### config.mk
export PLATFORM = sky130hd
export DESIGN_NAME = data_mem_bridge
export DESIGN_NICKNAME = d
export VERILOG_FILES = /design/src/rtl/data_mem_bridge.sv
export SDC_FILE = /design/constraint.sdc
export NUM_CORES = 1
export LEC_CHECK = 0
export ABC_AREA = 1
export CAP_MARGIN = 20
export CORE_AREA = 4 4 131 133
export DETAILED_ROUTE_END_ITERATION = 16
export DIE_AREA = 0 0 135 137
export PLACE_DENSITY = 0.71
export SYNTH_ARGS = -nofsm -noshare
export SYNTH_HDL_FRONTEND = slang
export SYNTH_SLANG_ARGS = --single-unit
### constraint.sdc
create_clock -name i_clk -period 2.4 [get_ports i_clk]
set_clock_uncertainty 0.15 [all_clocks]
set_input_delay 0.36 -clock i_clk [delete_from_list [all_inputs] [get_ports i_clk]]
set_output_delay 0.36 -clock i_clk [all_outputs]
set_load 0.005 [all_outputs]
### src/rtl/data_mem_bridge.sv
`default_nettype none
// ============================================================================
// Module   : data_mem_bridge
// Brief    : MEM-stage to data-memory bus bridge (req/gnt + rvalid) with byte
//            strobes, store replication, load alignment and a timeout.
//            Optional build macro: DMEM_MISALIGN_CHECK_EN.
// Revision : 1.0  initial release
// ============================================================================
module data_mem_bridge #(
    parameter int TIMEOUT_CYCLES = 255,
    parameter int TIMEOUT_WIDTH  = 8
) (
    input  logic        i_clk,
    input  logic        i_rst_n,
    input  logic [31:0] i_data_addr,
    input  logic [31:0] i_data_wr,
    input  logic [1:0]  i_data_size,
    input  logic        i_data_rd_en,
    input  logic        i_data_wr_en,
    output logic [31:0] o_data_rd,
    output logic        o_stall,
    output logic        o_bus_req,
    output logic        o_bus_we,
    output logic [31:0] o_bus_addr,
    output logic [31:0] o_bus_wdata,
    output logic [3:0]  o_bus_be,
    input  logic        i_bus_gnt,
    input  logic        i_bus_rvalid,
    input  logic [31:0] i_bus_rdata,
    output logic        o_bus_err
);

    typedef enum logic [1:0] {
        S_IDLE = 2'd0,
        S_REQ  = 2'd1,
        S_WAIT = 2'd2,
        S_DONE = 2'd3
    } state_t;

    localparam logic [TIMEOUT_WIDTH-1:0] C_TO_LAST = TIMEOUT_WIDTH'(TIMEOUT_CYCLES - 1);

    state_t                   state_q, state_d;
    logic                     bus_req_q, bus_req_d;
    logic                     bus_we_q, bus_we_d;
    logic [31:0]              bus_addr_q, bus_addr_d;
    logic [31:0]              bus_wdata_q, bus_wdata_d;
    logic [3:0]               bus_be_q, bus_be_d;
    logic [31:0]              data_rd_q, data_rd_d;
    logic                     bus_err_q, bus_err_d;
    logic [TIMEOUT_WIDTH-1:0] cnt_q, cnt_d;
    logic [1:0]               size_q, size_d;
    logic [1:0]               off_q, off_d;

    logic        req_any;
    logic [1:0]  req_off;
    logic [3:0]  req_be;
    logic [31:0] req_wdata;
    logic [31:0] rd_shift;
    logic [31:0] rd_aligned;
    logic        timeout;

    assign req_any = i_data_rd_en | i_data_wr_en;
    assign timeout = (cnt_q == C_TO_LAST);

    // Size 2'b11 behaves exactly like a word access.
    always_comb begin
        req_off   = 2'b00;
        req_be    = 4'b1111;
        req_wdata = i_data_wr;
        case (i_data_size)
            2'b00: begin
                req_off   = i_data_addr[1:0];
                req_be    = 4'b0001 << i_data_addr[1:0];
                req_wdata = {4{i_data_wr[7:0]}};
            end
            2'b01: begin
                req_off   = {i_data_addr[1], 1'b0};
                req_be    = 4'b0011 << {i_data_addr[1], 1'b0};
                req_wdata = {2{i_data_wr[15:0]}};
            end
            default: ;
        endcase
    end

`ifdef DMEM_MISALIGN_CHECK_EN
    logic misalign;
    assign misalign = ((i_data_size == 2'b01) && i_data_addr[0]) ||
                      (i_data_size[1] && (i_data_addr[1:0] != 2'b00));
`endif

    // Addressed byte/half lands at bit 0; bits above the access size are zero.
    assign rd_shift = i_bus_rdata >> {off_q, 3'b000};
    always_comb begin
        case (size_q)
            2'b00:   rd_aligned = {24'd0, rd_shift[7:0]};
            2'b01:   rd_aligned = {16'd0, rd_shift[15:0]};
            default: rd_aligned = rd_shift;
        endcase
    end

    always_comb begin
        state_d     = state_q;
        bus_req_d   = bus_req_q;
        bus_we_d    = bus_we_q;
        bus_addr_d  = bus_addr_q;
        bus_wdata_d = bus_wdata_q;
        bus_be_d    = bus_be_q;
        data_rd_d   = data_rd_q;
        bus_err_d   = 1'b0;
        cnt_d       = cnt_q;
        size_d      = size_q;
        off_d       = off_q;
        case (state_q)
            S_IDLE: begin
                if (req_any) begin
`ifdef DMEM_MISALIGN_CHECK_EN
                    if (misalign) begin
                        state_d   = S_DONE;
                        bus_err_d = 1'b1;
                        data_rd_d = 32'd0;
                    end else
`endif
                    begin
                        state_d     = S_REQ;
                        bus_req_d   = 1'b1;
                        bus_we_d    = i_data_wr_en;
                        bus_addr_d  = {i_data_addr[31:2], 2'b00};
                        bus_wdata_d = req_wdata;
                        bus_be_d    = req_be;
                        size_d      = i_data_size;
                        off_d       = req_off;
                        cnt_d       = '0;
                    end
                end
            end
            S_REQ: begin
                cnt_d = cnt_q + TIMEOUT_WIDTH'(1);
                if (i_bus_gnt && i_bus_rvalid) begin
                    state_d   = S_DONE;
                    bus_req_d = 1'b0;
                    if (!bus_we_q) data_rd_d = rd_aligned;
                end else if (timeout) begin
                    state_d   = S_DONE;
                    bus_req_d = 1'b0;
                    bus_err_d = 1'b1;
                    data_rd_d = 32'd0;
                end else if (i_bus_gnt) begin
                    state_d   = S_WAIT;
                    bus_req_d = 1'b0;
                end
            end
            S_WAIT: begin
                cnt_d = cnt_q + TIMEOUT_WIDTH'(1);
                if (i_bus_rvalid) begin
                    state_d = S_DONE;
                    if (!bus_we_q) data_rd_d = rd_aligned;
                end else if (timeout) begin
                    state_d   = S_DONE;
                    bus_err_d = 1'b1;
                    data_rd_d = 32'd0;
                end
            end
            default: state_d = S_IDLE;
        endcase
    end

    always_ff @(posedge i_clk or negedge i_rst_n) begin
        if (!i_rst_n) begin
            state_q     <= S_IDLE;
            bus_req_q   <= 1'b0;
            bus_we_q    <= 1'b0;
            bus_addr_q  <= 32'd0;
            bus_wdata_q <= 32'd0;
            bus_be_q    <= 4'd0;
            data_rd_q   <= 32'd0;
            bus_err_q   <= 1'b0;
            cnt_q       <= '0;
            size_q      <= 2'b00;
            off_q       <= 2'b00;
        end else begin
            state_q     <= state_d;
            bus_req_q   <= bus_req_d;
            bus_we_q    <= bus_we_d;
            bus_addr_q  <= bus_addr_d;
            bus_wdata_q <= bus_wdata_d;
            bus_be_q    <= bus_be_d;
            data_rd_q   <= data_rd_d;
            bus_err_q   <= bus_err_d;
            cnt_q       <= cnt_d;
            size_q      <= size_d;
            off_q       <= off_d;
        end
    end

    assign o_stall     = req_any && (state_q != S_DONE);
    assign o_bus_req   = bus_req_q;
    assign o_bus_we    = bus_we_q;
    assign o_bus_addr  = bus_addr_q;
    assign o_bus_wdata = bus_wdata_q;
    assign o_bus_be    = bus_be_q;
    assign o_data_rd   = data_rd_q;
    assign o_bus_err   = bus_err_q;

endmodule
`default_nettype wire

==> flow_metrics.tcl <==
set metrics [dict create \
    outcome "completed" \
    leakage_uw 0.00447 \
    antenna_cells 0 \
    wl_per_cell_um 14.6 \
    multiInputGateArea_um2 2570 \
    finalSetupViolCount 0 \
    viasPerCell 4.73 \
    grt_overflow 0 \
    die_height_um 137 \
    ios 208 \
    grt_start_max_net_pins 67 \
    slowest_delay_ns 0.69 \
    synth_warnings 0 \
    grt_pass1_wl_um 29500 \
    place_hpwl_um 13100 \
    fin_tns_setup_ns 0 \
    numPortBuffers 205 \
    clockBufferDepth 2 \
    report.final.slew_viol_count 0 \
    start_util 0.377 \
    cts_setup_buffers 0 \
    syn_inst 812 \
    finalWirelength_um 18200 \
    clock_latency_ns 0.41 \
    drt_iter0_drc 449 \
    placed_cell_area_um2 8250 \
    cts_sinks 115 \
    fillCellCount 1483 \
    yosys_register_bits 115 \
    path_cells "clkdlybuf4s50_1" \
    firstDrtPassIters 5 \
    grt_use_total 0.202 \
    fp.dieArea_um2 18500 \
    hold_class "input pin to async pin" \
    final_util 0.562 \
    endpoint_kind "output pin" \
    worst_path_max_delay_cell "dfrtp_1" \
    cts-resized-gates 0 \
    nNetsFinal 1132 \
    crit_arrival_ns 1.72 \
    worstSetupStartpointType "flip-flop" \
    tightest_slew_ns 0.561 \
    seq_area_um2 2880 \
    critPathBufInv 1 \
    period_share 0.929 \
    final_hold_viol_count 0 \
    final_common_cell "nand2_1" \
    die_x_um 135 \
    path_max_fanout 12 \
    num_vias 5901 \
    antenna_found_initial 0 \
    grt_pass1_vias 5844 \
    syn_to_final_growth_pct 49.0 \
    seq_area_frac_synth 0.482 \
    min_period_ns 2.23 \
    syn_avg_cell_area_um2 7.35 \
    cts_root_buffer "clkbuf_16" \
    slew-limit-headroom 0.626 \
    cts_tree "yes" \
    ant_nets 0 \
    critPathTopFamily "flip-flops" \
    crit_type "flip-flop to output pin" \
    final_cell_mix "366 x nand2_1, 204 x clkdlybuf4s50_1, 115 x dfrtp_1, 74 x inv_1, 59 x o21ai_0" \
    drive_gt1_frac 0.0669 \
    powerDensity_nw_per_um2 1240 \
    placedCellCount 1217 \
    worstPathRequired_ns 1.89 \
    synth_cell_type_count 30 \
    vdd.ir_drop.worst_uv 619 \
    syn-cell-area_um2 5970 \
    drc 0 \
    fmax_mhz 449 \
    max_cap_violations 0 \
    htree_levels 4 \
    rsz0062_at_grt "false" \
    cts_buffers 17 \
    clkTransAtPathRegs_ns 0.05 \
    core_um2 15800 \
    fin_area_um2 8900 \
    final_cells 1248 \
    num_rows 46 \
    globalplace.congestion 0.851 \
]
[sequential cells by signal, indices dropped and copies added (netlist names)]
register and cells:
off_q 2, o_bus_err 1, o_bus_be 4, o_data_rd 32, o_bus_req 1, o_bus_we 1, o_bus_wdata 32, o_bus_addr 30
cnt_q 8, state_q 2, size_q 2
[power by group]
| group | switching [uW] | internal (uW) | leakage [uW] |
|---|---|---|---|
| Combinational | 2530 | 2410 | 0.00273 |
| Sequential | 568 | 2770 | 0.00143 |
| Clock | 888 | 1860 | 0.000310 |
[path summary, 6_finish.rpt]
check                                start              to  slack, ns  cells after the start
hold reg to reg             o_bus_addr[16]  o_bus_addr[16]       0.33                      2
hold / removal                     i_rst_n  o_bus_addr[31]       0.24                      2
min in group i_clk         i_data_addr[17]  o_bus_addr[17]       0.33                      3
max in group asynchronous          i_rst_n    o_data_rd[3]       1.23                      3
setup reg to reg                state_q[0]   o_data_rd[19]       0.45                      8
setup / recovery                  o_bus_we        o_bus_we       0.17                      1
[per-layer routing]
metal / wire [um] / global-route usage
met1: 7680 / 0.253
met2: 8390 / 0.324
met3: 1760 / 0.0787
met4: 345 / 0.0633
met5: 0 / 0
[final cells by class]
cell class                 count  area share
tap                          216      0.0304
timing repair buffer         226       0.251
multi-input combinational    581       0.289
inverter                      80      0.0337
sequential                   115       0.323
clock inverter                 8      0.0167
clock buffer                  22      0.0555
[synthesized netlist by cell type]
cell      number  area (um2)
nand2_1      366        1370
dfrtp_1      115        2880
inv_1         74         278
o21ai_0       59         295
nand3_1       58         290
a21oi_1       27         135
buf_2         22         110
nor2_1        22        82.6
o22ai_1        8        50.1
buf_6          7        78.8
ha_1           7        87.6
nand4_1        7        43.8
clkbuf_1       5        18.8
o21ai_1        5        25.0
inv_2          4        15.0
nand2_2        4        25.0
buf_4          3        22.5
nand2_4        3        33.8
clkinv_1       2        7.51
nor2_2         2        12.5
nor2_4         2        22.5
o31ai_1        2        15.0
conb_1         1        3.75
nand3_2        1        10.0
nor2_8         1        20.0
nor3_1         1        5.00
o21a_1         1        7.51
o21ai_2        1        8.76
o21bai_1       1        7.51
xnor2_1        1        8.76
[metrics by stage]
step	setup slack (ns)	power, uW	hold WS [ns]
after floorplan	0.680	5800	-0.0856
after global placement	0.317	8250	0.143
after detailed placement	0.301	8320	0.149
after CTS	0.176	11100	0.245
after global routing	0.109	11900	0.276
final	0.172	11000	0.236
[repair_timing]
action / in CTS / in global routing
setup endpoints to repair: 0 / 0
hold endpoints to repair: 22 / 0
hold buffers: 1 / 0
[cell families after synthesis]
kind of cell,synth area share
AOI/OAI and AO/OA,0.0911
xor gates and xnor gates,0.00147
adders and majority gates,0.0147
buffers and inverters,0.0888
DFF,0.482
other,0.000628
and+or+nand+nor,0.321
No activity file was read; power rests on OpenSTA's default activity.
==> edit 1 (config.mk and constraints unchanged) <==
The parameter `TIMEOUT_WIDTH` goes from 8 to 9.
--- a/src/rtl/data_mem_bridge.sv
+++ b/src/rtl/data_mem_bridge.sv
@@ -8,7 +8,7 @@
 // ============================================================================
 module data_mem_bridge #(
     parameter int TIMEOUT_CYCLES = 255,
-    parameter int TIMEOUT_WIDTH  = 8
+    parameter int TIMEOUT_WIDTH  = 9
 ) (
     input  logic        i_clk,
     input  logic        i_rst_n,
Function: no difference found for any inputs over 4 cycles, from zero or initial values and one cycle with i_rst_n low; that may be too few to reach the edited logic, so the function may still have changed.
==> edit 1 against the original RTL <==
Power up 0.93%; via count rose by 1.4%; setup slack improved by 0.065 ns; global-route usage grew 0.74 points; sequential cell count increased by 1; hold slack gained 0.083 ns; wire length increased by 5.1%; synthesized area shrank 0.10%; final area shrank 0.18%; largest cell class unchanged; largest power group unchanged; highest routed layer unchanged.
==> edit 1: results <==
{
  "critical_path_peak_fanout": 5,
  "grt_max_degree": 51,
  "antenna_found_initial": 0,
  "grt_pass1_wl_mm": 30.3,
  "critPathMaxStageDelay_ns": 0.51,
  "placed_area_um2": 8230,
  "worst_pin_slew_ns": 0.608,
  "status": "complete, no violations",
  "final_layout_size_suffix_gt1_share_pct": 7.09,
  "synth_cell_types": 31,
  "port_buffers": 205,
  "synth.top_cells.by_count": "382 x nand2_1, 116 x dfrtp_1, 57 x o21ai_0",
  "synth_seq_area_share_pct": 48.7,
  "vias_per_cell": 4.80,
  "synth_edf_count": 0,
  "r2r_slack_ns": 0.29,
  "critPathTopFamily": "buffers and inverters",
  "rr_endpoint": "o_data_rd[17]",
  "p_leak_uw": 0.00439,
  "first_global_vias": 6022,
  "timing.critical_path.slowest_stage_cell": "clkdlybuf4s50_1",
  "cts_setup_buffers": 0,
  "clockRootBuffer": "clkbuf_16",
  "ys_async_sr_fraction_pct": 100,
  "grt_use_total_pct": 20.9,
  "whs_endpoint": "o_bus_addr[11]",
  "ir_drop_mv": 0.662,
  "use_met1_pct": 25.1,
  "min_path_type": "primary input to flop",
  "worst-endpoint-arrival_ns": 1.65,
  "whs_path_depth": 3,
  "fillerInstances": 1453,
  "fin_nets": 1128,
  "use_met2_pct": 33.6,
  "wl_per_cell_um": 15.3,
  "dr.first_iter.drc_count": 372,
  "yosysWarnings": 0,
  "gp_congestion": 0.828,
  "dp_hpwl_mm": 14.1,
  "r2r_start": "state_q[1]",
  "grt_use_met3_pct": 8.75,
  "synth_area_leaders": "dfrtp_1 49%, nand2_1 24%, o21ai_0 4.8%",
  "p_int_uw": 6990,
  "pre_cts_slack_ns": 0.182
}
==> edit 1: changes by cell type in the layout (fill, tap and decap cells not counted), sizes merged, moves of 3 or more <==
cell    delta
inv       -15
nand2     +14
nand3      -8
nor2       +7
o211ai     +4
clkbuf     -3
o21ai      -3
==> edit 1: worst min-delay path: cells and delay by family <==
kind	cells	cell delay, ns
buf+inv	1	0.39
simple gates	2	0.10
==> edit 1: per-stage QoR <==
step                      hold WS (ns)  std cells
after global routing             0.311       1246
after detailed placement         0.253       1213
after global placement           0.243       1213
final                            0.319       1246
after floorplan                -0.0856        811
after CTS                        0.307       1246
==> edit 1: final cells by class <==
type	instances	area, µm²	share of cell area, %
clock inverters	13	196	2.21
flip-flops and latches	116	2900	32.7
inverters	62	233	2.62
multi-input cells	595	2620	29.4
repair buffers	225	2210	24.9
clock buffers	19	453	5.10
well taps	216	270	3.04
==> edit 1: how the worst max path moves through the flow <==
stage | startpoint | to | slack [ns] | depth (start not counted)
2_1_floorplan | state_q[0] | o_data_rd[16] | 0.68 | 9
3_3_place_gp | i_data_wr_en | o_bus_be[3] | 0.25 | 5
3_5_place_dp | i_data_wr_en | o_bus_be[2] | 0.18 | 5
4_1_cts | state_q[0] | o_stall | 0.21 | 3
5_1_grt | state_q[1] | o_data_rd[17] | 0.15 | 8
6_report | state_q[0] | o_stall | 0.24 | 3
==> edit 1: cells by family (layout without fill, tap and decap cells) <==
kind of cell / count (synthesis) / after routing / share of synthesized area, %
DFF: 116 / 116 / 48.7
adders and majority gates: 7 / 7 / 1.47
buffers and inverters: 100 / 319 / 7.76
other: 1 / 2 / 0.0629
and+or+nand+nor: 480 / 480 / 32.6
AOI/OAI and AO/OA: 106 / 106 / 9.50
==> edit 1: power by group through the flow <==
| stage | sequential (µW) | combinational [µW] | clock (µW) |
|---|---|---|---|
| global route | 3520 | 5510 | 2930 |
| floorplan | 3340 | 2510 | 0 |
| detailed placement | 3400 | 4980 | 0 |
| global placement | 3420 | 4890 | 0 |
| CTS | 3410 | 5010 | 2830 |
| finish | 3400 | 4940 | 2780 |
==> edit 1: repair_timing <==
item | in CTS | in global routing
endpoints found under the hold margin | 38 | 0
gates resized for setup | 0 | 0
hold buffers | 1 | 0
==> edit 1: per-layer routing <==
| layer | share of wire, % | vias up |
|---|---|---|
| met5 | 0 | - |
| met4 | 2.5 | 0 |
| met3 | 10 | 39 |
| met2 | 46 | 235 |
| met1 | 41 | 2741 |
| li1 | - | 2969 |
==> edit 2 (same settings) <==
Without the edit above. Make the reset (`i_rst_n`) synchronous in one clocked block.
--- a/src/rtl/data_mem_bridge.sv
+++ b/src/rtl/data_mem_bridge.sv
@@ -164,7 +164,7 @@
         endcase
     end
 
-    always_ff @(posedge i_clk or negedge i_rst_n) begin
+    always_ff @(posedge i_clk) begin
         if (!i_rst_n) begin
             state_q     <= S_IDLE;
             bus_req_q   <= 1'b0;
Behaviour: differs if i_rst_n is asserted again (counterexample within 4 cycles, from zero or initial values and one cycle with i_rst_n low); with i_rst_n held inactive, the same outputs for 4 cycles.
==> edit 2 against the original RTL <==
Wire length shrank 5.2%; power shrank 21%; die area is the same; synthesized area shrank 9.8%; first-iteration DRC count shrank 23%; final area shrank 8.1%; maximum frequency grew 2.9%; non-clock buffer count shrank 3; sequential cell count is the same; synthesized cell count shrank 5.7%; setup slack gained 0.062 ns; largest power group unchanged; highest routed layer unchanged.
==> edit 2: results <==
{
  "status": "complete, no violations",
  "critical_path_peak_fanout": 3,
  "synth.top_cells.by_count": "194 x nand2_1, 115 x dfxtp_1, 108 x nor2_1",
  "drt-met1-wl_mm": 7.16,
  "top_layer": "met4",
  "rr_endpoint": "o_data_rd[4]",
  "met3WireLength_mm": 1.88,
  "cp-startpoint": "i_data_wr_en",
  "r2r_start": "state_q[0]",
  "critPathTopFamily": "buffers and inverters",
  "path_clk_slew_ns": 0.05,
  "wl_per_cell_um": 14.4,
  "ys_async_sr_fraction_pct": 0,
  "clk_latency_ns": 0.42,
  "grt_use_met3_pct": 8.35,
  "use_met1_pct": 21.3,
  "wl_met2_mm": 7.65,
  "synth_seq_area_share_pct": 42.8,
  "pre_cts_slack_ns": 0.209,
  "finalWorstPathRequiredPeriod_ns": 2.17,
  "port_buffers": 205,
  "vias": 5640,
  "timing.critical_path.slowest_stage_cell": "clkdlybuf4s50_1",
  "final_layout_size_suffix_gt1_share_pct": 7.98,
  "synth.area.mux_share_pct": 0,
  "fin_nets": 1075,
  "syn_inst": 766,
  "placed_area_um2": 7600,
  "dp_hpwl_mm": 12.6,
  "synth_cell_types": 36,
  "rr_worst_depth": 9,
  "synth_area_leaders": "dfxtp_1 43%, nand2_1 14%, nor2_1 7.5%",
  "synth_compound_area_share_pct": 16.7,
  "grt_use_total_pct": 18.6,
  "worst-endpoint-arrival_ns": 1.66,
  "first_pass_iters": 5,
  "layout.cells.non_filler": 1193,
  "min_path_type": "flop to flop",
  "synthAdderAreaFrac_pct": 1.63,
  "synth_top_family_by_area": "simple AND/OR/NAND/NOR gates",
  "dr.first_iter.drc_count": 347,
  "p_leak_uw": 0.00326,
  "r2r_slack_ns": 0.35,
  "cp-endpoint": "o_stall",
  "fillerInstances": 1522,
  "grt_max_degree": 37,
  "synth_xor_area_share_pct": 0.488,
  "use_met2_pct": 29.7,
  "critPathMaxStageDelay_ns": 0.54,
  "clockRootBuffer": "clkbuf_16",
  "worst_pin_slew_ns": 0.592,
  "grt_pass1_wl_mm": 27.3,
  "ir_drop_mv": 0.475,
  "gp_congestion": 0.851,
  "ctsHtreeMaxLevel": 4
}
edit 2: area by class of cell:
cell class                 count  area [µm²]  area share (%)
sequential                   115        2300            28.1
inverter                      55         220            2.69
clock buffer                  23         478            5.84
timing repair buffer         223        2220            27.2
clock inverter                 9         104            1.27
tap                          216         270            3.30
multi-input combinational    552        2580            31.6
edit 2: where the power goes:
group | internal, µW | switching, µW | leakage [µW]
Combinational | 1650 | 1850 | 0.00203
Clock | 1600 | 895 | 0.000283
Sequential | 2400 | 290 | 0.000945
edit 2: worst min path at each step:
stage	from	end	slack (ns)
final	o_data_rd[7]	o_data_rd[7]	0.31
after global routing	o_data_rd[7]	o_data_rd[7]	0.33
after CTS	o_data_rd[7]	o_data_rd[7]	0.31
after detailed placement	o_data_rd[7]	o_data_rd[7]	0.30
after global placement	o_data_rd[11]	o_data_rd[11]	0.30
after floorplan	o_data_rd[11]	o_data_rd[11]	0.31
